===== src/rtl/pleiads_dl_pkg.sv =====
// Shared types and size constants for the pleiads ROM download sequencer.
// The optional DL_CHECKSUM_EN build adds an image checksum accumulator in pleiads_dl_ctrl.
package pleiads_dl_pkg;

    localparam int unsigned ADDR_W         = 25;
    localparam int unsigned OFF_W          = 16;
    localparam int unsigned DATA_W         = 8;
    localparam int unsigned CNT_W          = 17;
    localparam int unsigned CSUM_W         = 16;

    localparam int unsigned DEF_PROG_SIZE  = 16384;
    localparam int unsigned DEF_FG_SIZE    = 4096;
    localparam int unsigned DEF_BG_SIZE    = 4096;
    localparam int unsigned DEF_PROM_SIZE  = 512;
    localparam int unsigned DEF_HOLD_CYC   = 1024;

    localparam int unsigned DEF_FG_BASE    = DEF_PROG_SIZE;
    localparam int unsigned DEF_BG_BASE    = DEF_FG_BASE + DEF_FG_SIZE;
    localparam int unsigned DEF_PROM_BASE  = DEF_BG_BASE + DEF_BG_SIZE;
    localparam int unsigned DEF_TOTAL      = DEF_PROM_BASE + DEF_PROM_SIZE;

    typedef enum logic [2:0] {
        ST_BOOT,
        ST_LOAD,
        ST_HOLD,
        ST_RUN,
        ST_ERR
    } dl_state_t;

    typedef enum logic [2:0] {
        RG_NONE,
        RG_PROG,
        RG_FG,
        RG_BG,
        RG_PROM
    } dl_region_t;

    typedef struct packed {
        dl_region_t         region;
        logic [OFF_W-1:0]   offset;
    } dl_dec_t;

    function automatic int unsigned dl_total(input int unsigned prog, input int unsigned fg,
                                             input int unsigned bg, input int unsigned prom);
        return prog + fg + bg + prom;
    endfunction

endpackage


===== src/rtl/pleiads_region_dec.sv =====
// Combinational decode of the flat download address into a ROM region and local offset.
module pleiads_region_dec
    import pleiads_dl_pkg::*;
#(
    parameter int unsigned PROG_SIZE = DEF_PROG_SIZE,
    parameter int unsigned FG_SIZE   = DEF_FG_SIZE,
    parameter int unsigned BG_SIZE   = DEF_BG_SIZE,
    parameter int unsigned PROM_SIZE = DEF_PROM_SIZE
) (
    input  logic [ADDR_W-1:0] i_addr,
    output dl_dec_t           o_dec
);

    localparam int unsigned FG_BASE   = PROG_SIZE;
    localparam int unsigned BG_BASE   = FG_BASE + FG_SIZE;
    localparam int unsigned PROM_BASE = BG_BASE + BG_SIZE;
    localparam int unsigned TOTAL     = dl_total(PROG_SIZE, FG_SIZE, BG_SIZE, PROM_SIZE);

    always_comb begin
        o_dec.region = RG_NONE;
        o_dec.offset = '0;
        if (i_addr < ADDR_W'(FG_BASE)) begin
            o_dec.region = RG_PROG;
            o_dec.offset = OFF_W'(i_addr);
        end else if (i_addr < ADDR_W'(BG_BASE)) begin
            o_dec.region = RG_FG;
            o_dec.offset = OFF_W'(i_addr - ADDR_W'(FG_BASE));
        end else if (i_addr < ADDR_W'(PROM_BASE)) begin
            o_dec.region = RG_BG;
            o_dec.offset = OFF_W'(i_addr - ADDR_W'(BG_BASE));
        end else if (i_addr < ADDR_W'(TOTAL)) begin
            o_dec.region = RG_PROM;
            o_dec.offset = OFF_W'(i_addr - ADDR_W'(PROM_BASE));
        end
    end

endmodule


===== src/rtl/pleiads_dl_ctrl.sv =====
// ROM download sequencer: region writes, image completeness tracking and core reset ownership.
// Define DL_CHECKSUM_EN to accumulate a 16-bit byte sum of the loaded image on checksum.
module pleiads_dl_ctrl
    import pleiads_dl_pkg::*;
#(
    parameter int unsigned PROG_SIZE = DEF_PROG_SIZE,
    parameter int unsigned FG_SIZE   = DEF_FG_SIZE,
    parameter int unsigned BG_SIZE   = DEF_BG_SIZE,
    parameter int unsigned PROM_SIZE = DEF_PROM_SIZE,
    parameter int unsigned HOLD_CYC  = DEF_HOLD_CYC
) (
    input  logic              clk,
    input  logic              reset,
    input  logic              dn_download,
    input  logic              dn_wr,
    input  logic [ADDR_W-1:0] dn_addr,
    input  logic [DATA_W-1:0] dn_data,
    input  logic              reset_req,
    output logic [OFF_W-1:0]  wr_addr,
    output logic [DATA_W-1:0] wr_data,
    output logic              we_prog,
    output logic              we_fg,
    output logic              we_bg,
    output logic              we_prom,
    output logic              core_reset,
    output logic              load_ok,
    output logic              load_err,
    output logic [CSUM_W-1:0] checksum
);

    localparam int unsigned TOTAL  = dl_total(PROG_SIZE, FG_SIZE, BG_SIZE, PROM_SIZE);
    localparam int unsigned HOLD_W = (HOLD_CYC > 1) ? $clog2(HOLD_CYC) : 1;

    dl_state_t          r_state, w_next;
    dl_dec_t            w_dec;
    logic [CNT_W-1:0]   r_cnt;
    logic [HOLD_W-1:0]  r_hold;
    logic               r_ovf;
    logic               r_core_reset, r_load_ok, r_load_err;
    logic               r_we_prog, r_we_fg, r_we_bg, r_we_prom;
    logic [OFF_W-1:0]   r_wr_addr;
    logic [DATA_W-1:0]  r_wr_data;
    logic               w_accept, w_load_entry, w_in_range, w_sat;

    pleiads_region_dec #(
        .PROG_SIZE (PROG_SIZE),
        .FG_SIZE   (FG_SIZE),
        .BG_SIZE   (BG_SIZE),
        .PROM_SIZE (PROM_SIZE)
    ) u_dec (
        .i_addr (dn_addr),
        .o_dec  (w_dec)
    );

    assign w_accept     = dn_wr & dn_download;
    assign w_load_entry = dn_download & (r_state != ST_LOAD);
    assign w_in_range   = (w_dec.region != RG_NONE);
    assign w_sat        = (r_cnt == '1);

    always_comb begin
        w_next = r_state;
        case (r_state)
            ST_BOOT: if (dn_download) w_next = ST_LOAD;
            ST_LOAD: begin
                if (!dn_download)
                    w_next = (r_cnt == CNT_W'(TOTAL) && !r_ovf) ? ST_HOLD : ST_ERR;
            end
            ST_HOLD: begin
                if (dn_download)                     w_next = ST_LOAD;
                else if (!reset_req && r_hold == '0) w_next = ST_RUN;
            end
            ST_RUN: begin
                if (dn_download)    w_next = ST_LOAD;
                else if (reset_req) w_next = ST_HOLD;
            end
            ST_ERR:  if (dn_download) w_next = ST_LOAD;
            default: w_next = ST_BOOT;
        endcase
    end

    // State, core reset and hold stretch; core_reset follows the state being entered.
    always_ff @(posedge clk or posedge reset) begin
        if (reset) begin
            r_state      <= ST_BOOT;
            r_core_reset <= 1'b1;
            r_hold       <= '0;
        end else begin
            r_state      <= w_next;
            r_core_reset <= (w_next != ST_RUN);
            if (w_next == ST_HOLD && (r_state != ST_HOLD || reset_req))
                r_hold <= HOLD_W'(HOLD_CYC - 1);
            else if (r_state == ST_HOLD && r_hold != '0)
                r_hold <= r_hold - HOLD_W'(1);
        end
    end

    // Byte count, overflow and load verdict; a byte on the LOAD entry cycle belongs to the new image.
    always_ff @(posedge clk or posedge reset) begin
        if (reset) begin
            r_cnt      <= '0;
            r_ovf      <= 1'b0;
            r_load_ok  <= 1'b0;
            r_load_err <= 1'b0;
        end else if (w_load_entry) begin
            r_cnt      <= w_accept ? CNT_W'(1) : '0;
            r_ovf      <= w_accept & ~w_in_range;
            r_load_ok  <= 1'b0;
            r_load_err <= 1'b0;
        end else begin
            if (w_accept && !w_sat)
                r_cnt <= r_cnt + CNT_W'(1);
            if (w_accept && (!w_in_range || w_sat))
                r_ovf <= 1'b1;
            if (r_state == ST_LOAD && w_next == ST_HOLD)
                r_load_ok <= 1'b1;
            if (r_state == ST_LOAD && w_next == ST_ERR)
                r_load_err <= 1'b1;
        end
    end

    always_ff @(posedge clk or posedge reset) begin
        if (reset) begin
            r_we_prog <= 1'b0;
            r_we_fg   <= 1'b0;
            r_we_bg   <= 1'b0;
            r_we_prom <= 1'b0;
            r_wr_addr <= '0;
            r_wr_data <= '0;
        end else begin
            r_we_prog <= w_accept && (w_dec.region == RG_PROG);
            r_we_fg   <= w_accept && (w_dec.region == RG_FG);
            r_we_bg   <= w_accept && (w_dec.region == RG_BG);
            r_we_prom <= w_accept && (w_dec.region == RG_PROM);
            if (w_accept && w_in_range) begin
                r_wr_addr <= w_dec.offset;
                r_wr_data <= dn_data;
            end
        end
    end

`ifdef DL_CHECKSUM_EN
    logic [CSUM_W-1:0] r_csum;

    always_ff @(posedge clk or posedge reset) begin
        if (reset)
            r_csum <= '0;
        else if (w_load_entry)
            r_csum <= (w_accept && w_in_range) ? CSUM_W'(dn_data) : '0;
        else if (r_state == ST_LOAD && w_accept && w_in_range)
            r_csum <= r_csum + CSUM_W'(dn_data);
    end

    assign checksum = r_csum;
`else
    assign checksum = '0;
`endif

    assign core_reset = r_core_reset;
    assign load_ok    = r_load_ok;
    assign load_err   = r_load_err;
    assign we_prog    = r_we_prog;
    assign we_fg      = r_we_fg;
    assign we_bg      = r_we_bg;
    assign we_prom    = r_we_prom;
    assign wr_addr    = r_wr_addr;
    assign wr_data    = r_wr_data;

endmodule


===== config.mk =====
export PLATFORM = sky130hd
export DESIGN_NAME = pleiads_dl_ctrl
export DESIGN_NICKNAME = d
export VERILOG_FILES = /design/src/rtl/pleiads_dl_pkg.sv /design/src/rtl/pleiads_region_dec.sv /design/src/rtl/pleiads_dl_ctrl.sv
export SDC_FILE = /design/constraint.sdc
export NUM_CORES = 1
export LEC_CHECK = 0
export CAP_MARGIN = 25
export CORE_MARGIN = 1.5
export CORE_UTILIZATION = 25
export DETAILED_ROUTE_END_ITERATION = 8
export GPL_ROUTABILITY_DRIVEN = 0
export GPL_TIMING_DRIVEN = 0
export PLACE_DENSITY = 0.53
export SYNTH_ARGS = -nofsm -noshare
export SYNTH_HDL_FRONTEND = slang
export SYNTH_SLANG_ARGS = --single-unit

===== constraint.sdc =====
create_clock -name clk -period 3.1 [get_ports clk]
set_clock_uncertainty 0.15 [all_clocks]
set_input_delay 0.31 -clock clk [delete_from_list [all_inputs] [get_ports clk]]
set_output_delay 0.31 -clock clk [all_outputs]
set_load 0.02 [all_outputs]

==> impl_results.md <==
- Status: finished clean
- Synth Area per Inst: 10.3 um^2
- Gr usage total: 11.8%
- Die area: 13600 um^2
- Critical path capture point: r_cnt[15]
- CTS Hold Buffers Added: 0
- Asr flop ratio synth: 100%
- Pre-CTS setup slack: -0.301 ns
- Crit Path Max Fanout: 10
- Yosys top cell by area: dfrtp_1
- Port bufs: 68
- DIE WIDTH: 117 um
- Die Ht: 117 um
- Fmax: 0.355 GHz
- DRC: 0
- Clock Path Buffers: 2
- Critical Path Start Type: flop
- Iter 0 DRT Violations: 76
- Area grow syn2layout: 40.6%
- Switching power total: 0.000498 W
- Sw Ratio: 23.1%
- Fin nets: 453
- Via density: 4.55
- Largest net degree at the start of global routing: 36
- Remaining antenna violation count: 0
- Minimum clock period: 2.82 ns
- Final Util: 36.1%
- P_int: 0.00165 W
- Pins Over Slew Limit: 0
- Hold Fails Final Rpt: 0
- HPWL reported at the end of detailed placement: 5.57 mm
- Reg power frac: 39.1%
- Number of flops mapped to enable cells by yosys: 0
- Non-Filler Instances: 584
- Pwr/cell area: 473 nW/um^2
- TNS Setup: 0 ns
- CP endpoint kind: flop
- YS warnings: 0
- Via count: 2660
- Synth top area cells: dfrtp_1, mux2_2, buf_4, nand2_1, ha_1
- Post-CTS Setup Bufs: 0
- Avg WL per Cell: 12.8 um
- Final worst slack: 0.283 ns
- Critical path required time: 3.20 ns
- H-tree Lvls: 3
- Seq/Total Area, Yosys: 47.9%
- Root Buffer: clkbuf_16
- Comb pwr share: 9.4%
- Worst R2R End: r_cnt[15]
- DR pass1 iterations: 4
- Clock-pin slew on the worst setup and hold paths: 0.06 ns
- Clock network power share: 51.5%
- Initial Util: 25.7%
- Share of the synthesized area in the top cell type: 47.1%
- Crit path launch: r_cnt[0]
- CTS Buf Count: 9
- R2r worst-path depth: 9
- Number of clock sinks: 62
- Cell variety after synth: 48
- Worst r2r src: r_cnt[0]
- Mapped Area: 3240 um^2
- Main synth FF type: dfrtp_1
- Setup Viol. Count Final: 0
- Max-Cap Viols: 0
- TritonCTS clock tree: yes
- Total grt overflow: 0
- Final period util: 90.9%
- Rel. slew slack: 41.8%
- Critical path class: flop to flop
- WL final: 7.45 mm
- Initial antenna violation count: 0
- First-pass GRT wire length: 12.5 mm
- Total core area: 12600 um^2
- Static Leak: 1.92 nW
- Class of the tightest hold or removal check: input pin to async pin
- Cells after DPL: 570
- R2r setup slk: 0.28 ns
- CP arrival: 2.92 ns
- Io pins: 85
- FP Rows: 41
- Vias in the first global route: 2557
- Antenna cells: 0
- Post-Syn Instances: 314
- Max VDD drop: 0.214 mV
- Worst slew pin tran: 0.871 ns
- Number of synthesized register bits: 62
- Clock latency on the worst-skew pair: 0.33 ns
- Layout cells sized above 1: 17.2%
- RSZ-0062 raised after global routing: no
## cell type report
cell class,count,area (um^2)
Tap cell,172,215
Sequential cell,62,1550
Clock buffer,10,239
Buffer,24,166
Inverter,11,41.3
Clock inverter,6,93.8
Multi-Input combinational cell,230,1550
Timing Repair Buffer,69,701
Fill cell,1291,8070
## cells in the mapped netlist, types with 8 or more instances
| cell type | instances |
|---|---|
| nand4_1 | 13 |
| a21oi_1 | 12 |
| nand2_1 | 30 |
| or4_1 | 12 |
| nor3_1 | 11 |
| dfrtp_1 | 61 |
| buf_4 | 16 |
| ha_1 | 8 |
| mux2_2 | 23 |
| o21ai_0 | 9 |
| inv_1 | 11 |
| nor2_1 | 12 |
| clkbuf_1 | 8 |
| nand3_1 | 17 |
## power groups by stage
stage               Combinational (W)  Sequential, W  Clock (W)
floorplan                    0.000110       0.000856          0
global placement             0.000199       0.000854          0
detailed placement           0.000202       0.000855          0
CTS                          0.000205       0.000840    0.00113
global route                 0.000227       0.000842    0.00119
finish                       0.000202       0.000841    0.00111
## layout by cell type (no fill, tap or decap), types with 5 or more instances in the layout
cell type / instances
nor2_1: 12
xor2_1: 5
o21ai_0: 9
clkdlybuf4s50_1: 68
or4_1: 12
nand4_1: 13
conb_1: 16
dfrtp_1: 61
or3_1: 6
nand3_1: 17
clkbuf_16: 9
mux2_2: 23
clkbuf_1: 5
ha_1: 8
nor4_1: 6
a21oi_1: 11
nor3_1: 10
nand2_1: 30
o31ai_1: 5
inv_1: 10
buf_4: 16
## logic make-up after synthesis
logic type      after synthesis  share of synthesized area [%]
compound gates               42                           8.23
buf+inv                      37                           6.61
xor+xnor                      6                           1.62
simple gates                133                           23.8
flops                        62                           47.9
mux                          25                           8.61
fa+ha+maj                     8                           3.09
other cells                   1                          0.116
## worst max-delay path: stages, from the launching register on
cell and delay [ns]:
dfrtp_1 0.45, ha_1 0.30, nand2_1 0.21, nor3_2 0.09, ha_1 0.21, and3b_1 0.44, a21oi_4 0.09, clkbuf_2 0.22
nor4_1 0.37, mux2i_1 0.22
## how the worst min path moves through the flow
stage / startpoint / endpoint / slack, ns / cells after the start
3_3_place_gp: load_ok / load_ok / 0.32 / 2
5_1_grt: reset / wr_addr[11] / 0.30 / 2
6_report: reset / wr_addr[15] / 0.23 / 2
2_1_floorplan: dn_addr[14] / we_prog / 0.23 / 1
4_1_cts: reset / wr_addr[15] / 0.25 / 2
3_5_place_dp: load_err / load_err / 0.33 / 2
## state kept, by name, indices dropped and copies added (netlist names)
name,flops
we_bg,1
r_state,3
we_fg,1
core_reset,1
load_err,1
r_ovf,1
r_cnt,17
wr_addr,16
we_prom,1
r_hold,10
wr_data,8
we_prog,1
load_ok,1
## metal layers
layer	up-vias	wire [um]	track usage, %
li1	1308	-	-
met1	1276	3450	16.6
met2	67	3530	17.3
met3	9	333	2.73
met4	0	138	5.38
met5	-	0	0
## per-stage QoR
| stage | area (um^2) | hold slack, ns | total power (W) |
|---|---|---|---|
| 2_1_floorplan | 3300 | 0.233 | 0.000967 |
| 3_3_place_gp | 4190 | 0.325 | 0.00105 |
| 3_5_place_dp | 4210 | 0.330 | 0.00106 |
| 4_1_cts | 4550 | 0.252 | 0.00218 |
| 5_1_grt | 4550 | 0.296 | 0.00226 |
| 6_report | 4550 | 0.225 | 0.00215 |
## what timing repair did
item / 4_1_cts / 5_1_grt
setup endpoints to repair: 9 / 9
gates resized for setup: 2 / 2
endpoints found under the hold margin: 0 / 0
pin swaps: 0 / 0
(Power assumes the default switching activity.)
